<file path="config.mk">
export PLATFORM = sky130hd
export DESIGN_NAME = exception_ctrl_flat
export DESIGN_NICKNAME = d
export VERILOG_FILES = /design/src/rtl/exception_ctrl_if.sv /design/src/rtl/exception_ctrl.sv /design/src/flat_wrapper.sv
export SDC_FILE = /design/constraint.sdc
export NUM_CORES = 1
export LEC_CHECK = 0
export CELL_PAD_IN_SITES_DETAIL_PLACEMENT = 1
export CELL_PAD_IN_SITES_GLOBAL_PLACEMENT = 2
export CORE_ASPECT_RATIO = 1.5
export CORE_MARGIN = 2
export CORE_UTILIZATION = 25
export DETAILED_ROUTE_END_ITERATION = 16
export PLACE_DENSITY_LB_ADDON = 0.1
export SETUP_SLACK_MARGIN = 0.02
export SLEW_MARGIN = 20
export SYNTH_ARGS = -nofsm -noshare
export SYNTH_HDL_FRONTEND = slang
export SYNTH_SLANG_ARGS = --single-unit
</file>
<file path="constraint.sdc">
create_clock -name clk -period 4.4 [get_ports clk]
set_input_delay 1.1 -clock clk [delete_from_list [all_inputs] [get_ports clk]]
set_output_delay 1.1 -clock clk [all_outputs]
set_load 0.03 [all_outputs]
</file>
<file path="src/rtl/exception_ctrl_if.sv">
// Bundle of request, capture and redirect signals between the pipeline and exception_ctrl.
// Optional EXC_COUNT_EN adds the per-source counter read port (cnt_sel/cnt_val).
interface exception_ctrl_if #(
    parameter int NUM_SRC = 4
);
    localparam int SEL_W = (NUM_SRC > 1) ? $clog2(NUM_SRC) : 1;

    logic [NUM_SRC-1:0]   exc_req;
    logic [5*NUM_SRC-1:0] exc_code;
    logic [NUM_SRC-1:0]   exc_mask;
    logic [31:0]          exc_pc;
    logic [31:0]          exc_badaddr;
    logic                 eret;
    logic                 exception;
    logic                 flush;
    logic                 pc_redirect;
    logic [31:0]          redirect_addr;
    logic [31:0]          epc;
    logic [4:0]           cause;
    logic [31:0]          bad_addr;
    logic                 exl;
    logic [NUM_SRC-1:0]   pending;
`ifdef EXC_COUNT_EN
    logic [SEL_W-1:0]     cnt_sel;
    logic [15:0]          cnt_val;
`endif

    modport slave (
        input  exc_req, exc_code, exc_mask, exc_pc, exc_badaddr, eret,
`ifdef EXC_COUNT_EN
        input  cnt_sel,
        output cnt_val,
`endif
        output exception, flush, pc_redirect, redirect_addr,
        output epc, cause, bad_addr, exl, pending
    );

    modport master (
        output exc_req, exc_code, exc_mask, exc_pc, exc_badaddr, eret,
`ifdef EXC_COUNT_EN
        output cnt_sel,
        input  cnt_val,
`endif
        input  exception, flush, pc_redirect, redirect_addr,
        input  epc, cause, bad_addr, exl, pending
    );
endinterface

</file>
<file path="src/rtl/exception_ctrl.sv">
// Fixed-priority MIPS exception controller: capture, flush, redirect to handler, return on eret.
// Define EXC_COUNT_EN to add saturating per-source taken counters readable through cnt_sel/cnt_val.
module exception_ctrl #(
    parameter int          NUM_SRC      = 4,
    parameter logic [31:0] HANDLER_ADDR = 32'h80000180,
    parameter int          FLUSH_CYCLES = 2
) (
    input  logic            clk,
    input  logic            rst_n,
    exception_ctrl_if.slave bus
);
    localparam int SEL_W = (NUM_SRC > 1) ? $clog2(NUM_SRC) : 1;

    localparam logic [2:0] ST_IDLE     = 3'd0;
    localparam logic [2:0] ST_FLUSH    = 3'd1;
    localparam logic [2:0] ST_REDIRECT = 3'd2;
    localparam logic [2:0] ST_HANDLER  = 3'd3;
    localparam logic [2:0] ST_RETURN   = 3'd4;

    logic [2:0]         r_state;
    logic [3:0]         r_flushCnt;
    logic               r_exception;
    logic               r_flush;
    logic               r_pcRedirect;
    logic [31:0]        r_redirectAddr;
    logic [31:0]        r_epc;
    logic [4:0]         r_cause;
    logic [31:0]        r_badAddr;
    logic               r_exl;
    logic [NUM_SRC-1:0] r_pending;

    logic [NUM_SRC-1:0] w_eff;
    logic [NUM_SRC-1:0] w_newReq;
    logic               w_anyReq;
    logic [SEL_W-1:0]   w_winner;
    logic [4:0]         w_winnerCode;

    // Pended requests compete with live ones; scanning downward leaves the lowest index as winner.
    always_comb begin
        w_eff    = (bus.exc_req | r_pending) & ~bus.exc_mask;
        w_newReq = bus.exc_req & ~bus.exc_mask;
        w_anyReq = |w_eff;
        w_winner = '0;
        for (int i = NUM_SRC - 1; i >= 0; i--) begin
            if (w_eff[i]) begin
                w_winner = SEL_W'(i);
            end
        end
        w_winnerCode = bus.exc_code[5*w_winner +: 5];
    end

    always_ff @(posedge clk or negedge rst_n) begin
        if (!rst_n) begin
            r_state        <= ST_IDLE;
            r_flushCnt     <= '0;
            r_exception    <= 1'b0;
            r_flush        <= 1'b0;
            r_pcRedirect   <= 1'b0;
            r_redirectAddr <= '0;
            r_epc          <= '0;
            r_cause        <= '0;
            r_badAddr      <= '0;
            r_exl          <= 1'b0;
            r_pending      <= '0;
        end else begin
            r_exception <= 1'b0;
            case (r_state)
                ST_IDLE: begin
                    if (w_anyReq) begin
                        r_exception         <= 1'b1;
                        r_flush             <= 1'b1;
                        r_epc               <= bus.exc_pc;
                        r_cause             <= w_winnerCode;
                        r_badAddr           <= bus.exc_badaddr;
                        r_pending[w_winner] <= 1'b0;
                        r_flushCnt          <= 4'(FLUSH_CYCLES);
                        r_state             <= ST_FLUSH;
                    end
                end
                ST_FLUSH: begin
                    // The last flush cycle hands straight over to the redirect strobe.
                    if (r_flushCnt <= 4'd1) begin
                        r_flushCnt     <= '0;
                        r_pcRedirect   <= 1'b1;
                        r_redirectAddr <= HANDLER_ADDR;
                        r_exl          <= 1'b1;
                        r_state        <= ST_REDIRECT;
                    end else begin
                        r_flushCnt <= r_flushCnt - 4'd1;
                    end
                end
                ST_REDIRECT: begin
                    r_pcRedirect <= 1'b0;
                    r_flush      <= 1'b0;
                    r_state      <= ST_HANDLER;
                end
                ST_HANDLER: begin
                    if (bus.eret) begin
                        r_pcRedirect   <= 1'b1;
                        r_redirectAddr <= r_epc;
                        r_exl          <= 1'b0;
                        r_state        <= ST_RETURN;
                    end
                end
                ST_RETURN: begin
                    r_pcRedirect <= 1'b0;
                    r_state      <= ST_IDLE;
                end
                default: begin
                    r_flush      <= 1'b0;
                    r_pcRedirect <= 1'b0;
                    r_exl        <= 1'b0;
                    r_state      <= ST_IDLE;
                end
            endcase
            if (r_state != ST_IDLE) begin
                r_pending <= r_pending | w_newReq;
            end
        end
    end

`ifdef EXC_COUNT_EN
    logic [15:0] r_excCnt [NUM_SRC];

    always_ff @(posedge clk or negedge rst_n) begin
        if (!rst_n) begin
            for (int i = 0; i < NUM_SRC; i++) begin
                r_excCnt[i] <= '0;
            end
        end else if (r_state == ST_IDLE && w_anyReq && r_excCnt[w_winner] != 16'hFFFF) begin
            r_excCnt[w_winner] <= r_excCnt[w_winner] + 16'd1;
        end
    end

    always_comb begin
        bus.cnt_val = '0;
        if (int'(bus.cnt_sel) < NUM_SRC) begin
            bus.cnt_val = r_excCnt[bus.cnt_sel];
        end
    end
`endif

    assign bus.exception     = r_exception;
    assign bus.flush         = r_flush;
    assign bus.pc_redirect   = r_pcRedirect;
    assign bus.redirect_addr = r_redirectAddr;
    assign bus.epc           = r_epc;
    assign bus.cause         = r_cause;
    assign bus.bad_addr      = r_badAddr;
    assign bus.exl           = r_exl;
    assign bus.pending       = r_pending;

endmodule

</file>
<file path="src/flat_wrapper.sv">
// flat-port wrapper written by rule: the top's interface ports become plain ports
module exception_ctrl_flat 
#(
    parameter int          NUM_SRC      = 4,
    parameter logic [31:0] HANDLER_ADDR = 32'h80000180,
    parameter int          FLUSH_CYCLES = 2
)
  (clk, rst_n, bus_exc_req, bus_exc_code, bus_exc_mask, bus_exc_pc, bus_exc_badaddr, bus_eret, bus_exception, bus_flush, bus_pc_redirect, bus_redirect_addr, bus_epc, bus_cause, bus_bad_addr, bus_exl, bus_pending);
  exception_ctrl_if #(.NUM_SRC(NUM_SRC)) bus_i ();
  input  logic clk;
  input  logic rst_n;
  input wire logic [$bits(bus_i.exc_req)-1:0] bus_exc_req;
  input wire logic [$bits(bus_i.exc_code)-1:0] bus_exc_code;
  input wire logic [$bits(bus_i.exc_mask)-1:0] bus_exc_mask;
  input wire logic [$bits(bus_i.exc_pc)-1:0] bus_exc_pc;
  input wire logic [$bits(bus_i.exc_badaddr)-1:0] bus_exc_badaddr;
  input wire logic [$bits(bus_i.eret)-1:0] bus_eret;
  output wire logic [$bits(bus_i.exception)-1:0] bus_exception;
  output wire logic [$bits(bus_i.flush)-1:0] bus_flush;
  output wire logic [$bits(bus_i.pc_redirect)-1:0] bus_pc_redirect;
  output wire logic [$bits(bus_i.redirect_addr)-1:0] bus_redirect_addr;
  output wire logic [$bits(bus_i.epc)-1:0] bus_epc;
  output wire logic [$bits(bus_i.cause)-1:0] bus_cause;
  output wire logic [$bits(bus_i.bad_addr)-1:0] bus_bad_addr;
  output wire logic [$bits(bus_i.exl)-1:0] bus_exl;
  output wire logic [$bits(bus_i.pending)-1:0] bus_pending;
  assign bus_i.exc_req = bus_exc_req;
  assign bus_i.exc_code = bus_exc_code;
  assign bus_i.exc_mask = bus_exc_mask;
  assign bus_i.exc_pc = bus_exc_pc;
  assign bus_i.exc_badaddr = bus_exc_badaddr;
  assign bus_i.eret = bus_eret;
  assign bus_exception = bus_i.exception;
  assign bus_flush = bus_i.flush;
  assign bus_pc_redirect = bus_i.pc_redirect;
  assign bus_redirect_addr = bus_i.redirect_addr;
  assign bus_epc = bus_i.epc;
  assign bus_cause = bus_i.cause;
  assign bus_bad_addr = bus_i.bad_addr;
  assign bus_exl = bus_i.exl;
  assign bus_pending = bus_i.pending;
  exception_ctrl #(.NUM_SRC(NUM_SRC), .HANDLER_ADDR(HANDLER_ADDR), .FLUSH_CYCLES(FLUSH_CYCLES)) u_core (.clk(clk), .rst_n(rst_n), .bus(bus_i));
endmodule
</file>
==> metrics.csv <==
metric;value;unit
tns;0;ns
ios;204;
drt_iter0_markers;114;
worst_slew_pin_slew;0.769;ns
layout_common_cells;202 x clkdlybuf4s50_1, 116 x dfrtp_1, 55 x mux2_2;
cp-end-kind;flop;
power_density;857;nW/um^2
clkTransAtPathRegs;0.05;ns
drt_wl_total;14600;um
grt_overflow;0;
antenna_cells;0;
ctsResizeCount;0;
post-cts-setup-buffers;0;
antenna_found_initial;0;
max_freq;0.347;GHz
nets;659;
start_util;25.5;%
hp-class;flop to flop;
crit_type;primary input to flop;
setup_viol;0;
clk_latency;0.41;ns
slew_violations;0;
dieArea;20100;sq um
critPathMaxStageDelay;0.49;ns
numPortBuffers;203;
yosysSeqAreaShare;61.1;%
synth.distinct_cells;40;
yosysWarnings;0;
worstHoldPathCells;1;
cts_max_level;4;
worstPathArrival;3.17;ns
critical_path.startpoint;bus_exc_mask[2];
hold_viol;0;
dr_total_vias;3707;
drcViolationCount;0;
async_reset_ff_share;100;%
final_common_cell;clkdlybuf4s50_1;
period_needed;2.88;ns
worstReg2RegEnd;u_core.bus.epc[20];
finClkSkew;0.0123;ns
ant_nets;0;
final_util;41.0;%
cts_buffers;17;
layout-drive-gt1-share;16.9;%
postCtsHoldBufs;0;
grt_pass1_vias;4251;
critPathRequiredTime;4.68;ns
synthCells;354;
clockBufferDepth;2;
die_w;117;um
place.gp.congestion;0.752;
worstHoldStart;u_core.bus.bad_addr[26];
avgRoutedWirePerCell;17.7;um
grt_start_max_net_pins;74;
cts_root_buf;clkbuf_16;
vdd_drop_max;0.411;mV
slew_headroom;48.0;%
vias_per_cell;4.48;
start_kind;primary input;
slowest_stage;inv_6;
ys_seq_elements;116;
syn_area_per_cell;13.4;sq um
grt_use_total;15.4;%
fp.dieH;173;um
area_growth;60.8;%
dr.pass1.iters;4;
fin_crit_sh;65.5;%
floorplan.rows;61;
synth_flop_cell;dfrtp_1;
hpwl;10100;um
p_leak;0.00321;uW
coreArea;18600;sq um
reg2reg_slack;1.93;ns
rsz0062_at_grt;false;
r2r-start;u_core.r_state[1];
synth_edf_count;0;
syn_nets;451;
syn_area;4750;sq um
max-cap-violations;0;
cts_tree;built;
cp_cell_sequence;clkdlybuf4s50_1, o21bai_1, buf_4, a41o_4, inv_6, mux2_2;
cts_sinks;116;
status;finished, final reports clean;
whs_endpoint;u_core.bus.bad_addr[26];
critPathMaxFanout;73;
grt_pass1_wl;23900;um
reg2reg_depth;4;
## routing by layer
layer  track usage (%)  vias to the layer above  share of wire [%]
met2              25.8                      125                 52
li1                  -                     1707                  -
met1              18.1                     1861                 39
met4              4.75                        0                1.4
met5                 0                        -                  0
met3              5.99                       14                7.8
## power by group
group	total, uW	switching [uW]	leakage (uW)	internal [uW]
Sequential	1920	352	0.00140	1570
Clock	1440	529	0.000287	915
Combinational	3190	1750	0.00153	1440
Total	6550	2630	0.00321	3920
## cells in the mapped netlist (2+ instances only)
cell type / n / area (sq um)
o22a_1: 5 / 43.8
inv_1: 9 / 33.8
buf_2: 2 / 10.0
buf_6: 6 / 67.6
ha_1: 2 / 25.0
mux2_2: 55 / 619
nor3b_1: 2 / 15.0
mux2_1: 6 / 67.6
clkbuf_1: 8 / 30.0
nor3_1: 2 / 10.0
o21ai_0: 9 / 45.0
o21bai_1: 3 / 22.5
nor2_1: 16 / 60.1
nand2_1: 29 / 109
a21oi_1: 9 / 45.0
nand3b_1: 3 / 22.5
a22o_1: 29 / 254
o41ai_1: 2 / 17.5
a221oi_1: 5 / 43.8
mux2i_1: 10 / 100
a31oi_1: 5 / 31.3
o31ai_1: 3 / 22.5
o21bai_2: 2 / 22.5
dfrtp_1: 116 / 2900
## critical path, delay by kind of cell
kind | cells | cell delay, ns
buf+inv | 3 | 1.13
compound gates | 2 | 0.48
mux | 1 | 0.41
## flip-flops by register name, indices dropped and copies added (netlist names)
register and cells:
u_core.bus.bad_addr 32, u_core.bus.epc 32, u_core.bus.redirect_addr 32, u_core.bus.cause 5, u_core.bus.pending 4, u_core.r_flushCnt 4
u_core.r_state 3, u_core.bus.exception 1, u_core.bus.exl 1, u_core.bus.flush 1, u_core.bus.pc_redirect 1
## worst max-delay path by stage
stage / end / cells after the start
global route: u_core.bus.epc[26] / 6
detailed placement: u_core.bus.epc[1] / 6
CTS: u_core.bus.bad_addr[3] / 6
floorplan: u_core.bus.bad_addr[0] / 6
finish: u_core.bus.epc[20] / 6
global placement: u_core.bus.bad_addr[29] / 6
## metrics by stage
stage          total power [uW]  area (sq um)  std cells  hold WS [ns]  worst slack [ns]
3_5_place_dp               5180          7020        795         0.477              1.08
2_1_floorplan              3840          4750        354         0.516              2.01
5_1_grt                    6970          7640        827         0.513              1.41
4_1_cts                    6680          7640        827         0.491              1.51
6_report                   6550          7640        827         0.485              1.52
3_3_place_gp               5120          7020        795         0.472              1.09
## cells by family (layout without fill, tap and decap cells)
family	Yosys count	count (layout)	share of synthesized area, %
DFF	116	116	61.1
AOI/OAI and AO/OA	78	78	12.8
muxes	71	71	16.6
and+or+nand+nor	59	59	5.61
buffers and inverters	28	249	3.40
adders and majority gates	2	2	0.527
## area by class of cell
class                   count  area (sq um)
fillers                  2041         11000
repair buffers            207          2070
multi-input cells         210          1690
flip-flops and latches    116          2900
well taps                 252           315
clock inverters            13           173
clock buffers              19           443
inverters                  10          42.5
(Power assumes the default switching activity.)
